**config.mk**
```make
export PLATFORM = sky130hd
export DESIGN_NAME = axis_dst_port_demux
export DESIGN_NICKNAME = d
export VERILOG_FILES = /design/src/rtl/axis_dst_port_demux.sv
export SDC_FILE = /design/constraint.sdc
export NUM_CORES = 1
export LEC_CHECK = 0
export CORE_AREA = 8 8 353 355
export CTS_BUF_LIST = sky130_fd_sc_hd__clkbuf_16
export CTS_CLUSTER_DIAMETER = 80
export DETAILED_ROUTE_END_ITERATION = 6
export DIE_AREA = 0 0 361 363
export HOLD_SLACK_MARGIN = 0.1
export PLACE_DENSITY = 0.41
export SYNTH_ARGS = -nofsm -noshare
export SYNTH_HDL_FRONTEND = slang
export SYNTH_SLANG_ARGS = --single-unit
```
**constraint.sdc**
```tcl
create_clock -name axi_aclk -period 4.9 [get_ports axi_aclk]
set_input_delay 0.49 -clock axi_aclk [delete_from_list [all_inputs] [get_ports axi_aclk]]
set_output_delay 0.49 -clock axi_aclk [all_outputs]
set_load 0.05 [all_outputs]
```
**src/rtl/axis_dst_port_demux.sv**
```systemverilog
// AXIS destination-port demux: routes each packet to the queues named in its first-beat tuser bitmap.
// Optional DEMUX_NO_HAIRPIN_EN masks the source port out of the destination bitmap.
module axis_dst_port_demux #(
    parameter int C_AXIS_DATA_WIDTH  = 256,
    parameter int C_AXIS_TUSER_WIDTH = 128,
    parameter int SRC_PORT_POS       = 16,
    parameter int DST_PORT_POS       = 24,
    parameter int NUM_OUTPUT_QUEUES  = 8
) (
    input  logic                               axi_aclk,
    input  logic                               axi_reset,
    input  logic [C_AXIS_DATA_WIDTH-1:0]       s_axis_tdata,
    input  logic [C_AXIS_DATA_WIDTH/8-1:0]     s_axis_tstrb,
    input  logic [C_AXIS_TUSER_WIDTH-1:0]      s_axis_tuser,
    input  logic                               s_axis_tvalid,
    output logic                               s_axis_tready,
    input  logic                               s_axis_tlast,
    output logic [C_AXIS_DATA_WIDTH-1:0]       m_axis_tdata,
    output logic [C_AXIS_DATA_WIDTH/8-1:0]     m_axis_tstrb,
    output logic [C_AXIS_TUSER_WIDTH-1:0]      m_axis_tuser,
    output logic                               m_axis_tlast,
    output logic [NUM_OUTPUT_QUEUES-1:0]       m_axis_tvalid,
    input  logic [NUM_OUTPUT_QUEUES-1:0]       m_axis_tready,
    input  logic                               rst_cntrs,
    output logic [31:0]                        pkt_fwd_cntr,
    output logic [31:0]                        pkt_drop_cntr
);

    localparam int NQ = NUM_OUTPUT_QUEUES;

    if (NQ > 8 || NQ < 1 ||
        SRC_PORT_POS + NQ > C_AXIS_TUSER_WIDTH ||
        DST_PORT_POS + NQ > C_AXIS_TUSER_WIDTH) begin : g_param_check
        $error("axis_dst_port_demux: bad queue count or bitmap position");
    end

    typedef enum logic [1:0] {SOP, FWD, DROP} state_t;

    state_t          state, state_nxt;
    logic [NQ-1:0]   pending, dst_mask, pkt_mask, load_mask;
    logic            accept, load, fwd_done, drop_done;
    logic [31:0]     fwd_cnt, drop_cnt;

`ifdef DEMUX_NO_HAIRPIN_EN
    assign pkt_mask = s_axis_tuser[DST_PORT_POS +: NQ] & ~s_axis_tuser[SRC_PORT_POS +: NQ];
`else
    assign pkt_mask = s_axis_tuser[DST_PORT_POS +: NQ];
`endif

    // A new beat may enter only once every queue still owed the current beat takes it now.
    assign s_axis_tready = (state == DROP) || ((pending & ~m_axis_tready) == '0);
    assign accept        = s_axis_tvalid & s_axis_tready;
    assign load_mask     = (state == SOP) ? pkt_mask : dst_mask;
    assign m_axis_tvalid = pending;
    assign pkt_fwd_cntr  = fwd_cnt;
    assign pkt_drop_cntr = drop_cnt;

    always_comb begin
        state_nxt = state;
        load      = 1'b0;
        fwd_done  = 1'b0;
        drop_done = 1'b0;
        case (state)
            SOP: if (accept) begin
                if (|pkt_mask) begin
                    load = 1'b1;
                    if (s_axis_tlast) fwd_done = 1'b1;
                    else              state_nxt = FWD;
                end else begin
                    if (s_axis_tlast) drop_done = 1'b1;
                    else              state_nxt = DROP;
                end
            end
            FWD: if (accept) begin
                load = 1'b1;
                if (s_axis_tlast) begin
                    fwd_done  = 1'b1;
                    state_nxt = SOP;
                end
            end
            DROP: if (accept && s_axis_tlast) begin
                drop_done = 1'b1;
                state_nxt = SOP;
            end
            default: state_nxt = SOP;
        endcase
    end

    always_ff @(posedge axi_aclk) begin
        if (axi_reset) begin
            state        <= SOP;
            pending      <= '0;
            dst_mask     <= '0;
            m_axis_tdata <= '0;
            m_axis_tstrb <= '0;
            m_axis_tuser <= '0;
            m_axis_tlast <= 1'b0;
        end else begin
            state <= state_nxt;
            if (state == SOP && accept) dst_mask <= pkt_mask;
            if (load) begin
                pending      <= load_mask;
                m_axis_tdata <= s_axis_tdata;
                m_axis_tstrb <= s_axis_tstrb;
                m_axis_tuser <= s_axis_tuser;
                m_axis_tlast <= s_axis_tlast;
            end else begin
                pending <= pending & ~m_axis_tready;
            end
        end
    end

    // Clear wins over a same-cycle increment.
    always_ff @(posedge axi_aclk) begin
        if (axi_reset || rst_cntrs) begin
            fwd_cnt  <= '0;
            drop_cnt <= '0;
        end else begin
            if (fwd_done)  fwd_cnt  <= fwd_cnt + 32'd1;
            if (drop_done) drop_cnt <= drop_cnt + 32'd1;
        end
    end

endmodule

```
==> results of run 1 <==
==> synthesized netlist by cell type, drive strengths merged, types with 2 or more instances <==
library cell / n / area [µm²]
a21oi: 68 / 340
a22o: 8 / 71.3
a31oi: 4 / 25.0
a41o: 2 / 20.0
and2: 4 / 25.0
and3: 11 / 68.8
and4: 9 / 80.1
buf: 52 / 433
clkbuf: 122 / 458
dfxtp: 499 / 9990
ha: 2 / 25.0
inv: 6 / 22.5
mux2i: 424 / 4240
nand2: 874 / 3280
nand3: 23 / 115
nand3b: 2 / 15.0
nand4: 25 / 156
nor2: 10 / 37.5
nor2b: 9 / 78.8
nor3: 4 / 20.0
nor4: 9 / 62.6
o21ai: 25 / 125
o31ai: 42 / 315
o41ai: 2 / 17.5
or2: 3 / 18.8
or3: 15 / 98.9
or4: 44 / 338
or4b: 4 / 40.0
xor2: 2 / 17.5
==> critical path, cell delays in order <==
cell,delay [ps]
clkdlybuf4s50_1,510
nor2b_4,60
nor4_1,1030
a21boi_4,90
inv_2,240
clkdlybuf4s50_1,900
==> cells by family (layout without fill, tap and decap cells) <==
logic type | Yosys count | in the layout | share of synthesized area
flops | 499 | 499 | 0.485
mux | 424 | 424 | 0.206
simple gates | 1048 | 1048 | 0.216
fa+ha+maj | 2 | 2 | 0.00121
other cells | 0 | 15 | 0
xor+xnor | 2 | 2 | 0.000851
buf+inv | 180 | 1094 | 0.0443
compound gates | 156 | 156 | 0.0465
==> final cells by class <==
cell class              instances  area, µm²
fillers                     12600      85400
clock inverters                53        394
multi-input cells            1632       9710
repair buffers                964       9710
clock buffers                  71       1780
flip-flops and latches        499       9990
inverters                       6       30.0
well taps                    1548       1940
diodes                         15       37.5
==> per-stage QoR <==
| step | util | total power, mW | cells |
|---|---|---|---|
| 2_1_floorplan | - | 7.18 | 2311 |
| 3_3_place_gp | 0.264 | 8.76 | 4649 |
| 3_5_place_dp | 0.264 | 8.75 | 4649 |
| 4_1_cts | 0.282 | 13.8 | 4773 |
| 5_1_grt | 0.282 | 14.2 | 4784 |
| 6_report | 0.282 | 13.6 | 4788 |
==> power groups by stage <==
stage	logic (mW)	clock network [mW]	registers, mW
global placement	3.99	0	4.77
global route	4.13	5.30	4.74
floorplan	1.10	0	6.08
CTS	4.00	5.15	4.69
detailed placement	3.99	0	4.77
finish	3.93	4.93	4.69
==> metal layers <==
layer | GRT usage | vias to the layer above | routed length [µm]
met4 | 0.0536 | 4 | 2970
met5 | 0 | - | 28
met1 | 0.149 | 8987 | 37000
li1 | - | 9542 | -
met3 | 0.0532 | 158 | 7760
met2 | 0.247 | 579 | 49400
==> cells in the final DEF (no fill, tap or decap), types with 5 or more instances in the layout <==
master	instances
clkdlybuf4s50_1	918
nand2_1	874
dfxtp_1	499
mux2i_1	424
clkbuf_16	71
a21oi_1	68
or4_1	42
o31ai_1	42
buf_4	32
o21ai_0	25
nand4_1	25
nand3_1	23
inv_1	22
diode_2	15
buf_12	14
clkinv_1	12
or3_1	11
clkinv_2	11
and3_1	10
nor2_1	10
nor4_1	8
and4_1	8
a22o_1	7
nor2b_1	6
bufinv_16	5
==> sequential cells by signal, indices dropped and copies added, names as in the netlist <==
name,cells
m_axis_tdata,256
m_axis_tlast,1
m_axis_tstrb,32
pkt_drop_cntr,32
m_axis_tuser,128
pkt_fwd_cntr,32
state,2
m_axis_tvalid,8
dst_mask,8
==> worst min-delay path by stage <==
stage,cells after the start,from,endpoint
after CTS,3,s_axis_tdata[253],m_axis_tdata[253]$_SDFFE_PP0P_
after global placement,2,m_axis_tdata[227]$_SDFFE_PP0P_,m_axis_tdata[227]$_SDFFE_PP0P_
final,3,s_axis_tdata[253],m_axis_tdata[253]$_SDFFE_PP0P_
after global routing,3,s_axis_tdata[31],m_axis_tdata[31]$_SDFFE_PP0P_
after floorplan,2,dst_mask[0]$_SDFFE_PP0P_,dst_mask[0]$_SDFFE_PP0P_
after detailed placement,2,m_axis_tuser[17]$_SDFFE_PP0P_,m_axis_tuser[17]$_SDFFE_PP0P_
==> impl_metrics.tcl, run 1 <==
set metrics [dict create \
    pwr-share-clk 0.364 \
    ir_drop_mv 0.200 \
    status "completed" \
    p_comb_frac 0.290 \
    yosys_warnings 0 \
    routed_wl_mm 97.2 \
    place_worst_setup_slack_ps 912 \
    cts_resized 0 \
    post-route-period-util 0.780 \
    detail-route-antenna-nets 0 \
    cap_violations 0 \
    fp.dieH_um 363 \
    grt_pass1_vias 19600 \
    setup.worst_path.start "m_axis_tready[5]" \
    reg2reg_depth 7 \
    ctsHoldBuffers 0 \
    syn_area_per_cell_um2 8.91 \
    area_growth_syn_to_layout_pct 63.1 \
    rrSetupSlack_ps 1560 \
    fmax_mhz 262 \
    required_ps 4410 \
    place_hpwl_mm 74.1 \
    cts.clk_slew.worst_paths_ps 60 \
    hp-class "input pin to register" \
    vias_per_cell 4.02 \
    synth_edf_count 0 \
    placed_area_um2 31400 \
    portBuffers 918 \
    p_leak_nw 12.7 \
    clockBufferDepth 3 \
    fp.dieW_um 361 \
    synth_ff_type "dfxtp_1" \
    syn-num-nets 2742 \
    synth.distinct_cells 47 \
    num_io_pins 919 \
    fp-row-count 127 \
    dieArea_um2 131000 \
    wl_per_cell_um 20.3 \
    finalWeightedCongestion 0.765 \
    switching_share 0.350 \
    numCtsBuffers 70 \
    seqPwrFrac 0.346 \
    drt_iter0_markers 1053 \
    finClkSkew_ps 26.2 \
    synthCells 2311 \
    internal-power_mw 8.80 \
    crit_end "s_axis_tready" \
    maxSlewViolCount 0 \
    grtUsageTotal 0.139 \
    crit_fanout 12 \
    grt_max_degree 110 \
    postLayoutCellArea_um2 33600 \
    clkLatencyLatePin_ps 620 \
    drc 0 \
    final_hold_viol_count 0 \
    syn-cell-area_um2 20600 \
    r2r_end "m_axis_tuser[115]$_SDFFE_PP0P_" \
    grt_pass1_wl_mm 138 \
    ys_seq_area_frac 0.485 \
    setup_ws_ps 1080 \
    vias 19300 \
    coreArea_um2 119000 \
    cts.sinks 499 \
    hold_slack_ps 424 \
    arrival_ps 3330 \
    nets 3604 \
    gr-total-overflow 0 \
    cts-root-buf "clkbuf_16" \
    h-tree-depth 3 \
    drtPass1Iterations 5 \
    synth_seq_cells 499 \
    worst_setup_path_start_kind "input pin" \
    r2r_start "m_axis_tvalid[0]$_SDFF_PP0_" \
    slew_headroom 0.169 \
    setup-violations-final 0 \
    setup.worst_path.end_class "primary output" \
    async_reset_ff_frac 0 \
    switching_power_mw 4.75 \
    post-cts-setup-buffers 0 \
    cts_tree "yes" \
    rsz0062_at_grt "false" \
    start_util 0.173 \
    critPathKind "input pin to primary output" \
    antenna_found_initial 24 \
    setup_tns_ps 0 \
    drive_above_1_share 0.0499 \
    cellPowerDensity_nw_per_um2 403 \
    worst_pin_slew_ps 1240 \
    fin_crit_ps 3820 \
]
Note: power is estimated with default switching activity, not from simulation.
==> run 2: changes to the inputs <==
--- a/config.mk
+++ b/config.mk
@@ -5,11 +5,11 @@
 export SDC_FILE = /design/constraint.sdc
 export NUM_CORES = 1
 export LEC_CHECK = 0
-export CORE_AREA = 8 8 353 355
+export CORE_AREA = 8 8 355 357
 export CTS_BUF_LIST = sky130_fd_sc_hd__clkbuf_16
 export CTS_CLUSTER_DIAMETER = 80
 export DETAILED_ROUTE_END_ITERATION = 6
-export DIE_AREA = 0 0 361 363
+export DIE_AREA = 0 0 363 365
 export HOLD_SLACK_MARGIN = 0.1
 export PLACE_DENSITY = 0.41
 export SYNTH_ARGS = -nofsm -noshare
==> constraint.sdc (replaced) <==
create_clock -name axi_aclk -period 3.6 [get_ports axi_aclk]
set_input_delay 0.36 -clock axi_aclk [delete_from_list [all_inputs] [get_ports axi_aclk]]
set_output_delay 0.36 -clock axi_aclk [all_outputs]
set_load 0.05 [all_outputs]
==> run 2 against run 1 <==
Net effect:
- combinational power is 39% higher
- clock power rose by 34%
- final area rose by 0.98%
- global-route usage up 0.24 points
- utilization decreased by 0.096 points
- critical path depth fell by 1
- cell count grew 1.8%
- sequential share of layout area down 0.29 points
- via count grew 0.43%
- routed wire length increased by 3.3%
- sequential power is 36% higher
==> impl_metrics.tcl, run 2 (same netlist as run 1, synthesis figures left out) <==
set metrics [dict create \
    utilization 0.281 \
    drive_above_1_share 0.0537 \
    drc 0 \
    regMostFlops "m_axis_tdata" \
    routed_wl_mm 100 \
    crit_path_cell_trace "nor2b_4 > or4_4 > or4_1 > or4b_1 > a21oi_1" \
    holdPathStages 3 \
    finClkSkew_ps 20.8 \
    grt_pass1_wl_mm 140 \
    worst_pin_slew_ps 795 \
    cellPowerDensity_nw_per_um2 544 \
    clockBufferDepth 3 \
    num_io_pins 919 \
    vias_per_cell 3.97 \
    grtUsageTotal 0.142 \
    detail-route-antenna-nets 0 \
    rsz0062_at_grt "false" \
    crit_cells 5 \
    final_common_cell "clkdlybuf4s50_1" \
    area_growth_syn_to_layout_pct 64.7 \
    setup_tns_ps 0 \
    cts_tree "yes" \
    ctsHoldBuffers 0 \
    coreArea_um2 121000 \
    drt_iter0_markers 1148 \
    fp-row-count 128 \
    place_hpwl_mm 78.5 \
    cts-root-buf "clkbuf_16" \
    place_inst 4743 \
    slew_headroom 0.470 \
    largest_register_ff_count 256 \
    num-fill-cells 12900 \
    cts.sinks 499 \
    arrival_ps 3220 \
    status "completed" \
    top_regs "m_axis_tdata x256, m_axis_tuser x128" \
    setup-violations-final 0 \
    grt_max_degree 96 \
    required_ps 4130 \
    antenna_found_initial 21 \
    clkLatencyLatePin_ps 610 \
    grt_pass1_vias 19300 \
    layout_common_cells "917 x clkdlybuf4s50_1, 874 x nand2_1, 499 x dfxtp_1" \
    fp.dieW_um 363 \
    wl_per_cell_um 20.6 \
    h-tree-depth 3 \
    dieArea_um2 132000 \
    cts_resized 0 \
    fmax_mhz 373 \
    start_util 0.171 \
    finalWeightedCongestion 0.799 \
    critical_path.top_delay_family "simple AND/OR/NAND/NOR gates" \
    reg2reg_depth 5 \
    place_worst_setup_slack_ps 402 \
    setup_ws_ps 917 \
    final_hold_viol_count 0 \
    cts.clk_slew.worst_paths_ps 60 \
    vias 19400 \
    setup.worst_path.end_class "register" \
    p_leak_nw 12.8 \
    ir_drop_mv 0.338 \
    worst-path-buf-inv 0 \
    gr-total-overflow 0 \
    maxSlewViolCount 0 \
    cap_violations 0 \
    crit_fanout 17 \
    post-route-period-util 0.745 \
    drtPass1Iterations 5 \
    slowest_delay_ps 830 \
    nets 3622 \
    worst_setup_path_start_kind "register" \
    fin_cells 4876 \
    hp-class "input pin to register" \
    post-cts-setup-buffers 0 \
    numCtsBuffers 71 \
    fin_crit_ps 2680 \
    critPathKind "register to register" \
    slowest_stage "or4_1" \
    fp.dieH_um 365 \
    portBuffers 918 \
]
[run 2: changes by cell type in the layout (fill, tap and decap cells not counted), moves of 2 or more]
| cell | change |
|---|---|
| clkinv_1 | +3 |
| inv_1 | +2 |
| clkinv_2 | -6 |
| diode_2 | -6 |
| buf_12 | +10 |
| bufinv_16 | -3 |
| clkbuf_16 | +2 |
| buf_4 | +8 |
[run 2: layout make-up]
cell class,count,area [µm²],share of cell area
tap,1625,2030,0.0600
timing repair buffer,981,9960,0.294
inverter,6,30.0,0.000885
clock buffer,73,1830,0.0539
multi-input combinational,1632,9710,0.286
clock inverter,51,342,0.0101
antenna,9,22.5,0.000664
sequential,499,9990,0.295
[run 2: per-stage QoR]
stage	power (mW)	hold WS, ps	area, µm²
after floorplan	9.78	435	20600
after global placement	12.0	442	31700
after detailed placement	12.0	445	31700
after CTS	18.9	203	33900
after global routing	19.3	240	33900
final	18.4	285	33900
[run 2: path summary, 6_finish.rpt]
| check | from | end | slack (ps) |
|---|---|---|---|
| setup / recovery | m_axis_tvalid[5]$_SDFF_PP0_ | pkt_fwd_cntr[25]$_SDFFE_PP0P_ | 920 |
| hold / removal | s_axis_tdata[178] | m_axis_tdata[178]$_SDFFE_PP0P_ | 280 |
| setup reg to reg | m_axis_tvalid[5]$_SDFF_PP0_ | pkt_fwd_cntr[25]$_SDFFE_PP0P_ | 920 |
| hold reg to reg | m_axis_tstrb[16]$_SDFFE_PP0P_ | m_axis_tstrb[16]$_SDFFE_PP0P_ | 450 |
[run 2: metal layers]
layer  GRT usage  part of all wire  vias to the layer above
li1            -                 -                     9580
met1       0.161              0.39                     9079
met2       0.250              0.51                      574
met3      0.0516             0.081                      118
met4      0.0364             0.020                        2
met5           0           0.00013                        -
[run 2: worst register-to-register path, delay by kind of cell, from the launching register on]
family / cells / cell delay [ps]
AND/OR/NAND/NOR: 4 / 2150
AO/OA/AOI/OAI: 1 / 150
flip-flops: 1 / 310
[run 2: where the power goes]
part / switching, mW / leakage, nW / internal, mW / total, mW
Sequential: 0.306 / 4.09 / 6.08 / 6.38
Combinational: 3.42 / 7.58 / 2.02 / 5.45
Clock: 2.79 / 1.13 / 3.82 / 6.61
